### src/rtl/dw_mac_engine_if.sv
// -----------------------------------------------------------------------------
// dw_mac_engine_if
// Handshake and data bundle between a job controller / weight buffer /
// activation source / result sink and the depthwise MAC engine.
//
//   master : the environment that starts jobs, feeds weights and
//            activations and consumes results
//   slave  : the engine itself
//
// Signals
//   start, num_win         job request (num_win sampled with start)
//   w_data/w_valid/w_ready weight stream (w_ready pops the weight buffer)
//   a_data/a_valid/a_ready activation stream, taps row-major
//   o_data/o_valid/o_ready saturated per-window result
//   busy, done             job status, done is a one-cycle pulse
// -----------------------------------------------------------------------------
interface dw_mac_engine_if #(
   parameter int DW = 32,
   parameter int NW = 16
);
   logic          start;
   logic [NW-1:0] num_win;
   logic [DW-1:0] w_data;
   logic          w_valid;
   logic          w_ready;
   logic [DW-1:0] a_data;
   logic          a_valid;
   logic          a_ready;
   logic [DW-1:0] o_data;
   logic          o_valid;
   logic          o_ready;
   logic          busy;
   logic          done;

   modport master (
      output start, num_win, w_data, w_valid, a_data, a_valid, o_ready,
      input  w_ready, a_ready, o_data, o_valid, busy, done
   );

   modport slave (
      input  start, num_win, w_data, w_valid, a_data, a_valid, o_ready,
      output w_ready, a_ready, o_data, o_valid, busy, done
   );
endinterface

### src/rtl/dw_mac_engine.sv
// -----------------------------------------------------------------------------
// dw_mac_engine
// Depthwise-convolution multiply-accumulate engine. A job loads KSIZE**2
// weights, then for each of num_win windows accumulates KSIZE**2 signed
// weight*activation products, shifts the sum right by FRAC (floor) and
// emits the result saturated to DW signed bits.
//
// Parameters
//   DW     data width of weights, activations and results (signed)
//   KSIZE  kernel edge, KSIZE**2 taps per window
//   FRAC   fractional bits dropped from the accumulator on output
//   NW     width of the window count
//
// Ports
//   clk     rising-edge clock
//   rst_n   synchronous active-low reset
//   io_mac  dw_mac_engine_if.slave: start/num_win, weight stream,
//           activation stream, result stream, busy, done
//
// Build option
//   DW_MAC_RELU_EN  when defined, negative saturated results are output as 0
//
// State | meaning
// ------+-------------------------------------------------------------
// IDLE  | waiting for start, outputs quiet
// WLOAD | w_ready high, storing KSIZE**2 weights into w_reg
// ACC   | a_ready high, accumulating one window's taps
// OUT   | o_valid high, holding result until o_ready
// -----------------------------------------------------------------------------
module dw_mac_engine #(
   parameter int DW    = 32,
   parameter int KSIZE = 3,
   parameter int FRAC  = 16,
   parameter int NW    = 16
) (
   input logic            clk,
   input logic            rst_n,
   dw_mac_engine_if.slave io_mac
);

   localparam int NTAP = KSIZE * KSIZE;
   localparam int TW   = (NTAP > 1) ? $clog2(NTAP) : 1;
   localparam int AW   = 2 * DW + $clog2(NTAP);

   localparam logic [TW-1:0]        TAP_LAST = TW'(NTAP - 1);
   localparam logic signed [AW-1:0] SAT_MAX  = {{(AW-DW+1){1'b0}}, {(DW-1){1'b1}}};
   localparam logic signed [AW-1:0] SAT_MIN  = {{(AW-DW+1){1'b1}}, {(DW-1){1'b0}}};

   typedef enum logic [1:0] {
      S_IDLE  = 2'd0,
      S_WLOAD = 2'd1,
      S_ACC   = 2'd2,
      S_OUT   = 2'd3
   } state_t;

   state_t                r_state;
   logic [TW-1:0]         r_tap;
   logic [NW-1:0]         r_num_win;
   logic [NW-1:0]         r_win;
   logic signed [DW-1:0]  r_w [NTAP];
   logic signed [AW-1:0]  r_acc;
   logic [DW-1:0]         r_o_data;
   logic                  r_o_valid;
   logic                  r_w_ready;
   logic                  r_a_ready;
   logic                  r_busy;
   logic                  r_done;

   logic                  w_w_hs;
   logic                  w_a_hs;
   logic                  w_o_hs;
   logic                  w_tap_last;
   logic [NW-1:0]         w_win_next;
   logic signed [2*DW-1:0] w_wx;
   logic signed [2*DW-1:0] w_ax;
   logic signed [2*DW-1:0] w_prod;
   logic signed [AW-1:0]  w_prod_x;
   logic signed [AW-1:0]  w_acc_next;

   // Readies are registered and only ever high in their own state, so the
   // handshakes need no extra state qualification.
   assign w_w_hs     = io_mac.w_valid & r_w_ready;
   assign w_a_hs     = io_mac.a_valid & r_a_ready;
   assign w_o_hs     = io_mac.o_ready & r_o_valid;
   assign w_tap_last = (r_tap == TAP_LAST);
   assign w_win_next = r_win + NW'(1);

   // Operands are sign-extended to the full product width so the multiply
   // is exact regardless of how the tool treats operand signedness.
   assign w_wx       = (2*DW)'(r_w[r_tap]);
   assign w_ax       = (2*DW)'($signed(io_mac.a_data));
   assign w_prod     = w_wx * w_ax;
   assign w_prod_x   = AW'(w_prod);
   assign w_acc_next = r_acc + w_prod_x;

   // Floor shift (arithmetic), then clamp to the signed DW range.
   function automatic logic [DW-1:0] f_sat(input logic signed [AW-1:0] acc);
      logic signed [AW-1:0] sh;
      logic [DW-1:0]        res;
      sh = acc >>> FRAC;
      if (sh > SAT_MAX) begin
         res = SAT_MAX[DW-1:0];
      end else if (sh < SAT_MIN) begin
         res = SAT_MIN[DW-1:0];
      end else begin
         res = sh[DW-1:0];
      end
`ifdef DW_MAC_RELU_EN
      if (res[DW-1]) begin
         res = '0;
      end
`endif
      return res;
   endfunction

   always_ff @(posedge clk) begin
      if (!rst_n) begin
         r_state   <= S_IDLE;
         r_tap     <= '0;
         r_num_win <= '0;
         r_win     <= '0;
         r_acc     <= '0;
         r_o_data  <= '0;
         r_o_valid <= 1'b0;
         r_w_ready <= 1'b0;
         r_a_ready <= 1'b0;
         r_busy    <= 1'b0;
         r_done    <= 1'b0;
         for (int i = 0; i < NTAP; i++) begin
            r_w[i] <= '0;
         end
      end else begin
         r_done <= 1'b0;
         case (r_state)
            S_IDLE: begin
               if (io_mac.start) begin
                  r_num_win <= io_mac.num_win;
                  r_tap     <= '0;
                  r_win     <= '0;
                  r_w_ready <= 1'b1;
                  r_busy    <= 1'b1;
                  r_state   <= S_WLOAD;
               end
            end

            S_WLOAD: begin
               if (w_w_hs) begin
                  r_w[r_tap] <= $signed(io_mac.w_data);
                  if (w_tap_last) begin
                     r_tap     <= '0;
                     r_w_ready <= 1'b0;
                     if (r_num_win == '0) begin
                        // Empty job: weights are still consumed so the
                        // buffer stays aligned with the next job.
                        r_busy  <= 1'b0;
                        r_done  <= 1'b1;
                        r_state <= S_IDLE;
                     end else begin
                        r_acc     <= '0;
                        r_a_ready <= 1'b1;
                        r_state   <= S_ACC;
                     end
                  end else begin
                     r_tap <= r_tap + TW'(1);
                  end
               end
            end

            S_ACC: begin
               if (w_a_hs) begin
                  r_acc <= w_acc_next;
                  if (w_tap_last) begin
                     // Result is formed from the next accumulator value so
                     // o_data is ready together with o_valid.
                     r_tap     <= '0;
                     r_a_ready <= 1'b0;
                     r_o_data  <= f_sat(w_acc_next);
                     r_o_valid <= 1'b1;
                     r_state   <= S_OUT;
                  end else begin
                     r_tap <= r_tap + TW'(1);
                  end
               end
            end

            S_OUT: begin
               if (w_o_hs) begin
                  r_o_valid <= 1'b0;
                  r_win     <= w_win_next;
                  if (w_win_next == r_num_win) begin
                     r_busy  <= 1'b0;
                     r_done  <= 1'b1;
                     r_state <= S_IDLE;
                  end else begin
                     r_acc     <= '0;
                     r_a_ready <= 1'b1;
                     r_state   <= S_ACC;
                  end
               end
            end

            default: begin
               r_state <= S_IDLE;
            end
         endcase
      end
   end

   assign io_mac.w_ready = r_w_ready;
   assign io_mac.a_ready = r_a_ready;
   assign io_mac.o_data  = r_o_data;
   assign io_mac.o_valid = r_o_valid;
   assign io_mac.busy    = r_busy;
   assign io_mac.done    = r_done;

endmodule

### src/flat_wrapper.sv
// flat-port wrapper written by rule: the top's interface ports become plain ports
module dw_mac_engine_flat 
#(
   parameter int DW    = 32,
   parameter int KSIZE = 3,
   parameter int FRAC  = 16,
   parameter int NW    = 16
)
  (clk, rst_n, io_mac_start, io_mac_num_win, io_mac_w_data, io_mac_w_valid, io_mac_a_data, io_mac_a_valid, io_mac_o_ready, io_mac_w_ready, io_mac_a_ready, io_mac_o_data, io_mac_o_valid, io_mac_busy, io_mac_done);
  dw_mac_engine_if #(.DW(DW), .NW(NW)) io_mac_i ();
  input logic clk;
  input logic rst_n;
  input wire logic [$bits(io_mac_i.start)-1:0] io_mac_start;
  input wire logic [$bits(io_mac_i.num_win)-1:0] io_mac_num_win;
  input wire logic [$bits(io_mac_i.w_data)-1:0] io_mac_w_data;
  input wire logic [$bits(io_mac_i.w_valid)-1:0] io_mac_w_valid;
  input wire logic [$bits(io_mac_i.a_data)-1:0] io_mac_a_data;
  input wire logic [$bits(io_mac_i.a_valid)-1:0] io_mac_a_valid;
  input wire logic [$bits(io_mac_i.o_ready)-1:0] io_mac_o_ready;
  output wire logic [$bits(io_mac_i.w_ready)-1:0] io_mac_w_ready;
  output wire logic [$bits(io_mac_i.a_ready)-1:0] io_mac_a_ready;
  output wire logic [$bits(io_mac_i.o_data)-1:0] io_mac_o_data;
  output wire logic [$bits(io_mac_i.o_valid)-1:0] io_mac_o_valid;
  output wire logic [$bits(io_mac_i.busy)-1:0] io_mac_busy;
  output wire logic [$bits(io_mac_i.done)-1:0] io_mac_done;
  assign io_mac_i.start = io_mac_start;
  assign io_mac_i.num_win = io_mac_num_win;
  assign io_mac_i.w_data = io_mac_w_data;
  assign io_mac_i.w_valid = io_mac_w_valid;
  assign io_mac_i.a_data = io_mac_a_data;
  assign io_mac_i.a_valid = io_mac_a_valid;
  assign io_mac_i.o_ready = io_mac_o_ready;
  assign io_mac_w_ready = io_mac_i.w_ready;
  assign io_mac_a_ready = io_mac_i.a_ready;
  assign io_mac_o_data = io_mac_i.o_data;
  assign io_mac_o_valid = io_mac_i.o_valid;
  assign io_mac_busy = io_mac_i.busy;
  assign io_mac_done = io_mac_i.done;
  dw_mac_engine #(.DW(DW), .KSIZE(KSIZE), .FRAC(FRAC), .NW(NW)) u_core (.clk(clk), .rst_n(rst_n), .io_mac(io_mac_i));
endmodule
### config.mk
export PLATFORM = sky130hd
export DESIGN_NAME = dw_mac_engine_flat
export DESIGN_NICKNAME = d
export VERILOG_FILES = /design/src/rtl/dw_mac_engine_if.sv /design/src/rtl/dw_mac_engine.sv /design/src/flat_wrapper.sv
export SDC_FILE = /design/constraint.sdc
export NUM_CORES = 2
export LEC_CHECK = 0
export CELL_PAD_IN_SITES_DETAIL_PLACEMENT = 0
export CELL_PAD_IN_SITES_GLOBAL_PLACEMENT = 2
export CORE_MARGIN = 5
export CORE_UTILIZATION = 48
export CTS_CLUSTER_SIZE = 12
export DETAILED_ROUTE_END_ITERATION = 6
export GPL_TIMING_DRIVEN = 0
export PLACE_DENSITY_LB_ADDON = 0.1
export SLEW_MARGIN = 20
export SYNTH_ARGS = -nofsm -noshare
export SYNTH_HDL_FRONTEND = slang
export SYNTH_SLANG_ARGS = --single-unit
### constraint.sdc
create_clock -name clk -period 21.8 [get_ports clk]
set_clock_uncertainty 0.05 [all_clocks]
set_input_delay 4.36 -clock clk [delete_from_list [all_inputs] [get_ports clk]]
set_output_delay 4.36 -clock clk [all_outputs]
set_load 0.01 [all_outputs]
After elaboration in Yosys (flattened, before gate mapping)
Memories as Yosys holds them, arrays and structs flattened. A register that Yosys moved wholly into a read port is not among the register bits.
Index checks and enable logic that the tools add are counted.
W data, S select, Z words.
- word-level logic and storage cells: 118
- flip-flop bits (word level): 143
- output and inout port bits: 37
- RAM bits: 288
- bits of input ports: 86
- memories: 1
- equal/unequal tests: 15
- bitwise gates (word level): 3
- multiply operators: 1
- add/subtract/negate cells: 3
- reduce and logical (&&, ||, !) cells: 19
- $lt $le $gt $ge: 2
- mux-type cells: 63
- memories (memory ; depth ; bits a word ; rd ports ; clocked after Yosys merged registers in ; wr ports ; RTL line ; RTL):
    u_core.r_w ; 9 ; 32 ; 1 ; 1 ; 9 ; dw_mac_engine.sv:60 ; logic signed [DW-1:0] r_w [NTAP];
- operators with widths (operator ; count):
    $mux W68 ; 6
    $pmux W68 S3 ; 1
    $mux W32 ; 3
    $add A68 B64 Y68 ; 1
    $mul A32 B32 Y64 ; 1
    $gt A52 B32 Y1 const B ; 1
    $lt A52 B32 Y1 const B ; 1
    $mux W16 ; 2
    $pmux W16 S2 ; 1
    $reduce_or A32 Y1 ; 1
    $mux W1 ; 28
    $mux W4 ; 7
    $add A16 B1 Y16 const B ; 1
    $eq A16 B16 Y1 ; 1
    $logic_not A16 Y1 ; 1
    $mux W2 ; 8
    $ne A2 B1 Y1 const B ; 7
    $reduce_and A7 Y1 ; 2
    $pmux W4 S3 ; 1
    $reduce_and A4 Y1 ; 3
    $reduce_bool A3 Y1 ; 3
    $pmux W2 S4 ; 1
    $reduce_and A8 Y1 ; 1
    $ne A2 B2 Y1 const B ; 3
    12 further kinds ; 21

Longest topological paths before layout
- depth in word-level cells: 7
- mapped depth: 39

Least setup slack after synthesis
OpenSTA, ideal clock, no wires.
- path type: in2reg
- from: input port io_mac_a_data[0]
- to: register u_core.r_o_data[30], in the netlist u_core.io_mac.o_data[30]
- data arrival time: 14.149 ns
- cell stages on the path: 30
- data required time: 21.676 ns
- setup slack: 7.527 ns
- setup time: 0.074 ns
- buffers on the path: 3
- path through: clkbuf_1 nand2_1 fa_1 fa_1 inv_1 fa_1 inv_1 fa_1 inv_1 fa_1 fa_1 fa_1 inv_1 fa_1 inv_1 ha_1 buf_2 a21o_1 a31o_1 a211oi_1 o311a_1 nor2_2 a221oi_1 nand4b_1 or4b_1 or4b_1 or4_4 buf_6 or3b_1 a31oi_1
- cells in the longest elaborated chain, start to end: 5
- elaborated cells between the ends (all ways): 6
- classes of those cells: add/sub: 1; mul: 1; order compare: 2; mux: 2
- ends and longest elaborated chain (what ; RTL line ; RTL):
    start: declaration ; flat_wrapper.sv:17 ; input wire logic [$bits(io_mac_i.a_data)-1:0] io_mac_a_data;
    $mul A32 B32 Y64 * ; dw_mac_engine.sv:92 ; assign w_prod = w_wx * w_ax;
    $add A68 B64 Y68 * ; dw_mac_engine.sv:94 ; assign w_acc_next = r_acc + w_prod_x;
    $lt A52 B32 Y1 ; dw_mac_engine.sv:103 ; end else if (sh < SAT_MIN) begin
    $mux W32 ; dw_mac_engine.sv:103 ;
    $mux W32 * ; dw_mac_engine.sv:101 ; if (sh > SAT_MAX) begin
    end signal: assignment ; dw_mac_engine.sv:177 ; r_o_data <= f_sat(w_acc_next);
    end: declaration ; dw_mac_engine.sv:62 ; logic [DW-1:0] r_o_data;
Mark *: on every way between the ends. The rest lies on a longest branch, timed or not.
A chain may end at the register's enable or synchronous reset.

Final worst setup path
- from: input port io_mac_a_data[6]
- to: register u_core.r_o_data[7], in the netlist u_core.io_mac.o_data[7]
The elaborated chain is that of the path after synthesis.

==> metrics.yaml <==
routing:
  first_iter_violations: 3729
  drtAntennaViolNets: 0
  wire_per_inst_um: 27.20
  firstDrtPassIters: 5
  wl_um: 233800
  via_count: 47880
  via_per_inst: 5.571
  drc: 0
run_status:
  status: "finished clean"
grt:
  overflow: 0
  grt_pass1_vias: 50840
  antenna_found_initial: 21
  grt_usage_pct: 31.27
  grt_first_pass_wirelength_um: 343500
  grt_max_degree: 33
yosys:
  synth_top_area_share_pct: 36.24
  ys_top_cells_by_area: "fa_1, edfxtp_1, inv_1"
  ys.flop_type: "edfxtp_1"
  synthesis.nets: 7972
  yosysWarnings: 0
  synth_seq_cells: 659
  synth_top_area_cell: "fa_1"
  syn_area_um2: 69160
  ys_seq_area_share_pct: 26.49
  syn_avg_cell_area_um2: 10.81
  synthDistinctLibCells: 75
  synth-async-reset-ratio_pct: 0
  netlist_instances: 6398
  synth_edf_count: 512
clocking:
  cts-root-buf: "clkbuf_16"
  cts_htree_levels: 3
  postCtsSetupBuffers: 0
  cts_tree: "built"
  cts_made_buffers: 74
  cts-resized-gates: 0
  clk_latency_ns: 0.67
  clock_sinks: 659
  cts_hold_buf: 0
  clk_path_buf_depth: 3
  clk_pin_slew_ns: 0.06
final_layout:
  final_nets: 8197
  regArea_um2: 18320
  drive_gt1_share_pct: 5.394
  nFillCells: 12970
  area_growth_pct: 9.944
  multi_input_area_um2: 44960
place:
  io_buffers: 122
  place_hpwl_um: 193000
  place_congestion: 0.9432
sta:
  drv_slew: 0
  slew_headroom_pct: 16.30
  period_needed_ns: 15.90
  rsz0062_at_grt: "false"
  period_share_pct: 72.93
  setup_tns_ns: 0
  final-setup-viol-count: 0
  fmax_ghz: 0.06290
  tightest_slew_ns: 1.246
  finalHoldViolCount: 0
critical_path:
  start_kind: "primary input"
  path_max_fanout: 22
  end_kind: "flip-flop"
  cp.required_ns: 22.26
  worstSetupPathType: "in2reg"
  cpMostUsedCell: "fa_1"
  crit_arrival_ns: 16.36
  cp_slowest_cell: "fa_2"
  critPathMaxStageDelay_ns: 1.09
die:
  die_w_um: 389.6
  start_util_pct: 48.20
  die_h_um: 389.6
  die_area_um2: 151800
  ioPinCount: 123
  std_cell_rows: 139
  core_um2: 143500
worst_hold_path:
  hold_path_class: "reg2reg"
job:
  maxCapViolations: 0
-- final cells by class --
class	instances	share of cell area [%]
Timing Repair Buffer	149	2.515
Clock buffer	97	2.643
Inverter	1250	6.171
Antenna cell	17	0.05595
Buffer	353	1.804
Tap cell	1903	3.132
Multi-Input combinational cell	4136	59.14
Sequential cell	659	24.09
Clock inverter	30	0.4525
-- placed cells by master (no fill, tap or decap), types with 8 or more instances in the layout --
cell type / count
nor3_1: 61
nand2b_1: 20
ha_1: 236
o21bai_1: 14
clkdlybuf4s50_1: 122
buf_2: 18
buf_1: 9
buf_16: 20
a21oi_1: 189
o21a_1: 8
clkbuf_16: 75
clkbuf_1: 331
fa_1: 1251
nor2_1: 156
o211ai_1: 10
or3_1: 62
edfxtp_1: 512
clkinv_2: 8
nor4_1: 14
and3_1: 46
and2_1: 633
o21ai_0: 81
diode_2: 17
a31oi_1: 41
nand4_1: 31
clkinv_1: 8
dfxtp_1: 147
nand2_1: 811
inv_1: 1246
a211oi_1: 10
nand3_1: 58
xor2_1: 32
clkbuf_2: 10
xnor2_1: 59
o21ai_1: 8
a21o_1: 16
mux4_2: 160
-- state kept, by name, indices dropped and copies added, names as in the netlist, named ones only --
signal / flops
u_core.r_w: 512
u_core.io_mac.done: 1
u_core.r_tap: 4
u_core.io_mac.busy: 1
u_core.r_state: 2
u_core.r_acc: 68
u_core.io_mac.o_data: 32
u_core.r_num_win: 16
u_core.r_win: 16
u_core.io_mac.w_ready: 1
u_core.io_mac.o_valid: 1
u_core.io_mac.a_ready: 1
-- layer usage --
metal	vias to the layer above	track usage, %	share of wire, %
met1	25380	38.96	38
met2	1617	54.26	50
met3	429	4.996	6.2
met5	-	0	0.024
li1	20450	-	-
met4	8	13.42	5.4
-- worst max-delay path, delay by kind of cell --
family | cells | cell delay (ns)
fa+ha+maj | 9 | 5.11
buf+inv | 9 | 2.81
simple gates | 6 | 2.25
mux | 1 | 0.71
compound gates | 4 | 1.05
-- cell families after synthesis --
family | synth area share, %
muxes | 5.287
and+or+nand+nor | 13.95
AOI/OAI and AO/OA | 3.872
buffers and inverters | 8.739
xor gates and xnor gates | 1.153
adders and majority gates | 40.51
DFF | 26.49
-- synthesized netlist by cell type (all sizes together) (41+ instances only) --
cell / count
nand2: 813
xnor2: 59
nand3: 58
edfxtp: 512
clkbuf: 324
a31oi: 41
ha: 236
nor3: 62
a21oi: 191
and3: 46
mux4: 160
o21ai: 93
inv: 1249
or3: 62
nor2: 166
fa: 1252
dfxtp: 147
and2: 633
-- stage by stage --
stage	utilization, %	setup slack (ns)	hold WS [ns]	cells	area (µm²)
final	52.99	5.902	0.4057	8594	76030
after CTS	52.95	6.147	0.4058	8577	75970
after detailed placement	51.31	5.476	0.3964	8450	73620
after global placement	50.71	4.036	0.3909	8423	72760
after global routing	52.97	5.372	0.4207	8580	76000
after floorplan	-	7.527	0.3819	6398	69160
-- worst paths after layout --
| kind | slack [ns] | depth (start not counted) | start | end |
|---|---|---|---|---|
| worst max-delay path | 5.90 | 29 | io_mac_a_data[6] | u_core.io_mac.o_data[7] |
| worst min-delay path | 0.41 | 2 | u_core.r_acc[23] | u_core.r_acc[23] |
| worst max register to register | 6.66 | 35 | flip-flop | u_core.io_mac.o_data[7] |
| worst min register to register | 0.41 | 2 | u_core.r_acc[23] | u_core.r_acc[23] |
Power is left out: the tool's default activity adds up to more than one toggle a clock period on the data nets, which glitch-free logic cannot reach.
